<file path="config.mk">
export PLATFORM = sky130hd
export DESIGN_NAME = dmem_arbiter_flat
export DESIGN_NICKNAME = d
export VERILOG_FILES = /design/src/rtl/dmem_arbiter_if.sv /design/src/rtl/dmem_arbiter.sv /design/src/flat_wrapper.sv
export SDC_FILE = /design/constraint.sdc
export NUM_CORES = 1
export LEC_CHECK = 0
export BUFFER_PORTS_ARGS = -buffer_cell sky130_fd_sc_hd__buf_2
export CORE_AREA = 3 3 120 122
export CTS_BUF_LIST = sky130_fd_sc_hd__clkbuf_4
export CTS_CLUSTER_SIZE = 20
export DETAILED_ROUTE_END_ITERATION = 6
export DIE_AREA = 0 0 123 125
export SETUP_SLACK_MARGIN = 0.2
export SYNTH_ARGS = -nofsm -noshare
export SYNTH_HDL_FRONTEND = slang
export SYNTH_SLANG_ARGS = --single-unit
</file>
<file path="constraint.sdc">
create_clock -name clk -period 1.52 [get_ports clk]
set_clock_uncertainty 0.05 [all_clocks]
set_input_delay 0.456 -clock clk [delete_from_list [all_inputs] [get_ports clk]]
set_output_delay 0.456 -clock clk [all_outputs]
set_load 0.02 [all_outputs]
</file>
<file path="src/rtl/dmem_arbiter_if.sv">
// Single-master data-port bundle: request side driven by the master,
// grant and read return driven by the arbiter.
interface dmem_arbiter_if #(
  parameter int AW = 32
);
  logic          req;
  logic [3:0]    we;
  logic [AW-1:0] addr;
  logic [31:0]   wdata;
  logic          gnt;
  logic          rvalid;
  logic [31:0]   rdata;

  modport master (
    output req, we, addr, wdata,
    input  gnt, rvalid, rdata
  );

  modport slave (
    input  req, we, addr, wdata,
    output gnt, rvalid, rdata
  );
endinterface

</file>
<file path="src/rtl/dmem_arbiter.sv">
// Two-master data RAM arbiter with 1-cycle read return routing.
// Define ARB_ROUND_ROBIN_EN for fair tie-break + MAX_HOLD tenure limit.
module dmem_arbiter #(
  parameter int AW       = 32,
  parameter int MAX_HOLD = 4
) (
  input  logic          clk,
  input  logic          rstn,
  dmem_arbiter_if.slave m0,
  dmem_arbiter_if.slave m1,
  output logic          mem_en_o,
  output logic [3:0]    mem_wr_o,
  output logic [AW-1:0] mem_addr_o,
  output logic [31:0]   mem_wdata_o,
  input  logic [31:0]   mem_rdata_i,
  output logic [1:0]    owner_o
);

  localparam int HW = $clog2(MAX_HOLD + 1);

  typedef enum logic [1:0] {
    IDLE = 2'b00,
    OWN0 = 2'b01,
    OWN1 = 2'b10
  } state_e;

  state_e        state_q, state_d;
  logic [HW-1:0] hold_q, hold_d;
  logic          rv0_q, rv0_d;
  logic          rv1_q, rv1_d;
  logic          gnt0, gnt1;
  logic          at_max;
  logic          same_owner;

`ifdef ARB_ROUND_ROBIN_EN
  // last_q=1: m1 was granted most recently, so m0 wins the next idle tie
  logic          last_q, last_d;
`endif

  assign at_max = (hold_q >= HW'(MAX_HOLD));

  // Grant decision, next owner and tenure count
  always_comb begin
    gnt0 = 1'b0;
    gnt1 = 1'b0;
`ifdef ARB_ROUND_ROBIN_EN
    last_d = last_q;
    unique case (state_q)
      OWN0: begin
        if (m0.req && (!m1.req || !at_max)) gnt0 = 1'b1;
        else if (m1.req)                     gnt1 = 1'b1;
      end
      OWN1: begin
        if (m1.req && (!m0.req || !at_max)) gnt1 = 1'b1;
        else if (m0.req)                     gnt0 = 1'b1;
      end
      default: begin
        if (m0.req && (!m1.req || last_q)) gnt0 = 1'b1;
        else if (m1.req)                    gnt1 = 1'b1;
      end
    endcase
    if (gnt0) last_d = 1'b0;
    if (gnt1) last_d = 1'b1;
`else
    gnt0 = m0.req;
    gnt1 = !m0.req && m1.req;
`endif
    same_owner = (gnt0 && state_q == OWN0) ||
                 (gnt1 && state_q == OWN1);
    state_d = IDLE;
    hold_d  = '0;
    if (gnt0) state_d = OWN0;
    if (gnt1) state_d = OWN1;
    if (same_owner)       hold_d = at_max ? hold_q : hold_q + 1'b1;
    else if (gnt0 | gnt1) hold_d = HW'(1);
    rv0_d = gnt0 && (m0.we == 4'b0000);
    rv1_d = gnt1 && (m1.we == 4'b0000);
  end

  // Memory-side mux of the granted master
  always_comb begin
    mem_en_o    = 1'b0;
    mem_wr_o    = 4'b0000;
    mem_addr_o  = '0;
    mem_wdata_o = '0;
    unique case (1'b1)
      gnt0: begin
        mem_en_o    = 1'b1;
        mem_wr_o    = m0.we;
        mem_addr_o  = m0.addr;
        mem_wdata_o = m0.wdata;
      end
      gnt1: begin
        mem_en_o    = 1'b1;
        mem_wr_o    = m1.we;
        mem_addr_o  = m1.addr;
        mem_wdata_o = m1.wdata;
      end
      default: ;
    endcase
  end

  // Owner, tenure and read-return state
  always_ff @(posedge clk or negedge rstn) begin
    if (!rstn) begin
      state_q <= IDLE;
      hold_q  <= '0;
      rv0_q   <= 1'b0;
      rv1_q   <= 1'b0;
`ifdef ARB_ROUND_ROBIN_EN
      last_q  <= 1'b1;
`endif
    end else begin
      state_q <= state_d;
      hold_q  <= hold_d;
      rv0_q   <= rv0_d;
      rv1_q   <= rv1_d;
`ifdef ARB_ROUND_ROBIN_EN
      last_q  <= last_d;
`endif
    end
  end

  assign m0.gnt    = gnt0;
  assign m1.gnt    = gnt1;
  assign m0.rvalid = rv0_q;
  assign m1.rvalid = rv1_q;
  assign m0.rdata  = mem_rdata_i;
  assign m1.rdata  = mem_rdata_i;
  assign owner_o   = state_q;

endmodule

</file>
<file path="src/flat_wrapper.sv">
// flat-port wrapper written by rule: the top's interface ports become plain ports
module dmem_arbiter_flat 
#(
  parameter int AW       = 32,
  parameter int MAX_HOLD = 4
)
  (clk, rstn, mem_en_o, mem_wr_o, mem_addr_o, mem_wdata_o, mem_rdata_i, owner_o, m0_req, m0_we, m0_addr, m0_wdata, m0_gnt, m0_rvalid, m0_rdata, m1_req, m1_we, m1_addr, m1_wdata, m1_gnt, m1_rvalid, m1_rdata);
  dmem_arbiter_if #(.AW(AW)) m0_i ();
  dmem_arbiter_if #(.AW(AW)) m1_i ();
  input  logic clk;
  input  logic rstn;
  output logic mem_en_o;
  output logic [3:0] mem_wr_o;
  output logic [AW-1:0] mem_addr_o;
  output logic [31:0] mem_wdata_o;
  input  logic [31:0] mem_rdata_i;
  output logic [1:0] owner_o;
  input wire logic [$bits(m0_i.req)-1:0] m0_req;
  input wire logic [$bits(m0_i.we)-1:0] m0_we;
  input wire logic [$bits(m0_i.addr)-1:0] m0_addr;
  input wire logic [$bits(m0_i.wdata)-1:0] m0_wdata;
  output wire logic [$bits(m0_i.gnt)-1:0] m0_gnt;
  output wire logic [$bits(m0_i.rvalid)-1:0] m0_rvalid;
  output wire logic [$bits(m0_i.rdata)-1:0] m0_rdata;
  input wire logic [$bits(m1_i.req)-1:0] m1_req;
  input wire logic [$bits(m1_i.we)-1:0] m1_we;
  input wire logic [$bits(m1_i.addr)-1:0] m1_addr;
  input wire logic [$bits(m1_i.wdata)-1:0] m1_wdata;
  output wire logic [$bits(m1_i.gnt)-1:0] m1_gnt;
  output wire logic [$bits(m1_i.rvalid)-1:0] m1_rvalid;
  output wire logic [$bits(m1_i.rdata)-1:0] m1_rdata;
  assign m0_i.req = m0_req;
  assign m0_i.we = m0_we;
  assign m0_i.addr = m0_addr;
  assign m0_i.wdata = m0_wdata;
  assign m0_gnt = m0_i.gnt;
  assign m0_rvalid = m0_i.rvalid;
  assign m0_rdata = m0_i.rdata;
  assign m1_i.req = m1_req;
  assign m1_i.we = m1_we;
  assign m1_i.addr = m1_addr;
  assign m1_i.wdata = m1_wdata;
  assign m1_gnt = m1_i.gnt;
  assign m1_rvalid = m1_i.rvalid;
  assign m1_rdata = m1_i.rdata;
  dmem_arbiter #(.AW(AW), .MAX_HOLD(MAX_HOLD)) u_core (.clk(clk), .rstn(rstn), .m0(m0_i), .m1(m1_i), .mem_en_o(mem_en_o), .mem_wr_o(mem_wr_o), .mem_addr_o(mem_addr_o), .mem_wdata_o(mem_wdata_o), .mem_rdata_i(mem_rdata_i), .owner_o(owner_o));
endmodule
</file>
==> impl_results.md <==
- Finished Cell Area: 4282 um^2
- Worst slew margin: 84.81%
- Main combinational cell family by area after synthesis: buffers and inverters
- Number of buffers added on ports: 214
- DR iter-0 viols: 35
- Sequential fraction of the synthesis area: 6.275%
- CTS H-tree lvls: 1
- # DRC: 0
- Area Growth Syn to Fin: 168.4%
- Worst Path Arrival: 1150 ps
- Full die area: 15380 um^2
- Placeable Area: 13300 um^2
- Total negative slack: -7605 ps
- CP max FO: 7
- Vias in the first global route: 2514
- Final setup fails: 70
- Worst VDD drop: 0.0001080 V
- CTS tree: built
- GPL Wtd Cong: 0.7658
- Post-synthesis mux area share: 0%
- Most frequent cells in the layout: buf_2, nand2_1, buf_6
- CP Launch Type: primary input
- Largest net degree at the start of global routing: 28
- RSZ-0062 raised after global routing: yes
- Run status: complete, but fails checks
- Clock root cell: clkbuf_4
- Avg Cell Area, Syn: 5.265 um^2
- Period utilization: 109.2%
- Hold WC Path Type: in2reg
- Cell area after placement: 3274 um^2
- Post-Synth Simple-Gate Area: 34.43%
- Vias per inst: 3.870
- CP Capture Type: output pin
- Min Hold Slack: 499.7 ps
- Crit path kind: in2out
- Tot GR Track Use: 10.43%
- Yosys cell types: 10
- FMAX: 602.3 MHz
- DR WL/cell: 13.59 um
- Final hold violation count: 0
- Initial core utilization: 12.00%
- Worst slack at placement: -247.0 ps
- Cell count after synthesis: 303
- Nets: 650
- Adder-Cell Fraction of Synth Area: 0%
- Cts bufs inserted: 3
- First-pass GRT wire length: 12880 um
- Most common cell after layout, fill and taps aside: buf_2
- Yosys Warn Count: 0
- Die Wd: 123 um
- Max_cap viols: 0
- Remaining antenna violation count: 0
- Power density over the cells: 384.5 nW/um^2
- Vias: 2523
- Synth Area in XOR/XNOR: 0%
- Failing checks: negative setup slack
- Clock slew at reported path FFs: 40 ps
- Leakage: 2.187 nW
- Buffers from clock root to sink, at most: 2
- Syn Nets: 475
- IO Count: 311
- WHS Path Cells: 3
- TritonRoute pass-1 iters: 4
- Worst-margin pin slew: 225.7 ps
- Compound-Gate Fraction of Synth Area: 21.33%
- Total grt overflow: 0
- WL final: 8858 um
- Clk sink count: 4
- Synth Cell Area: 1595 um^2
- Slew Limit Fails: 0
- Dpl hpwl: 6171 um
- Layout cells sized above 1: 80.46%
- Seq cells post-synth: 4
- Diode count: 0
- Final min period: 1660 ps
- Critical path data required time: 1010 ps
- Die height: 125 um
- Setup ws final: -140.2 ps
- Initial antenna violation count: 0
- Row count: 42
## cells by family (layout without fill, tap and decap cells)
| group | after synthesis | in the layout |
|---|---|---|
| AOI/OAI and AO/OA | 68 | 68 |
| buffers and inverters | 89 | 262 |
| DFF | 4 | 4 |
| and+or+nand+nor | 142 | 142 |
## worst max-delay path, cell delays in order
cell	delay, ps
buf_12	110
buf_16	140
buf_12	130
nand2_4	50
o21ai_2	130
buf_6	130
## area by class of cell
cell class,instances,area (um^2)
Fill cell,1381,9014
Clock buffer,3,22.52
Sequential cell,4,100.1
Multi-Input combinational cell,210,1694
Timing Repair Buffer,259,2245
Tap cell,176,220.2
## path summary, 6_finish.rpt
kind,to,slack [ps],start
setup / recovery,mem_addr_o[20],-140,m1_req
hold / removal,u_core.m0.rvalid,500,m0_we[1]
max in group asynchronous,u_core.owner_o[0],790,rstn
min in group asynchronous,u_core.m1.rvalid,510,rstn
## cells in the mapped netlist
library cell  instances  area [um^2]
and2_1                2        12.51
and2b_1               1        7.510
buf_2                22        110.1
buf_4                65        488.0
clkbuf_1              2        7.510
dfrtp_1               4        100.1
nand2_1             136        510.5
nor4_1                2        12.51
o21ai_0              68        340.3
or2_2                 1        6.260
## power breakdown
part / switching (mW) / internal (mW)
logic: 0.688 / 0.719
registers: 0.000635 / 0.110
clock network: 0.0395 / 0.0881
total: 0.729 / 0.918
## per-layer routing
metal / global-route usage, % / share of wire [%]
met1: 11.76 / 35
met2: 19.04 / 53
met3: 1.987 / 8.5
met4: 4.039 / 3.4
met5: 0 / 0
## registers in the layout, indices dropped and copies added (netlist names)
signal / count
u_core.m1.rvalid: 1
u_core.owner_o: 2
u_core.m0.rvalid: 1
## repair_timing
| action | CTS | global route |
|---|---|---|
| cloned | 10 | 3 |
| hold buffers | 1 | 0 |
| endpoints found under the hold margin | 4 | 0 |
| resized for setup | 137 | 31 |
| setup buffers | 1 | 5 |
| setup endpoints to repair | 71 | 71 |
| pin swaps | 26 | 15 |
## per-stage QoR
step                      instances  util (%)  power (mW)
after CTS                       644     30.27       1.585
after detailed placement        629     24.63       1.173
final                           652     32.20       1.646
after global placement          629     24.63       1.167
after global routing            652     32.20       1.758
after floorplan                 303         -       1.003
Note: power is estimated with default switching activity, not from simulation.
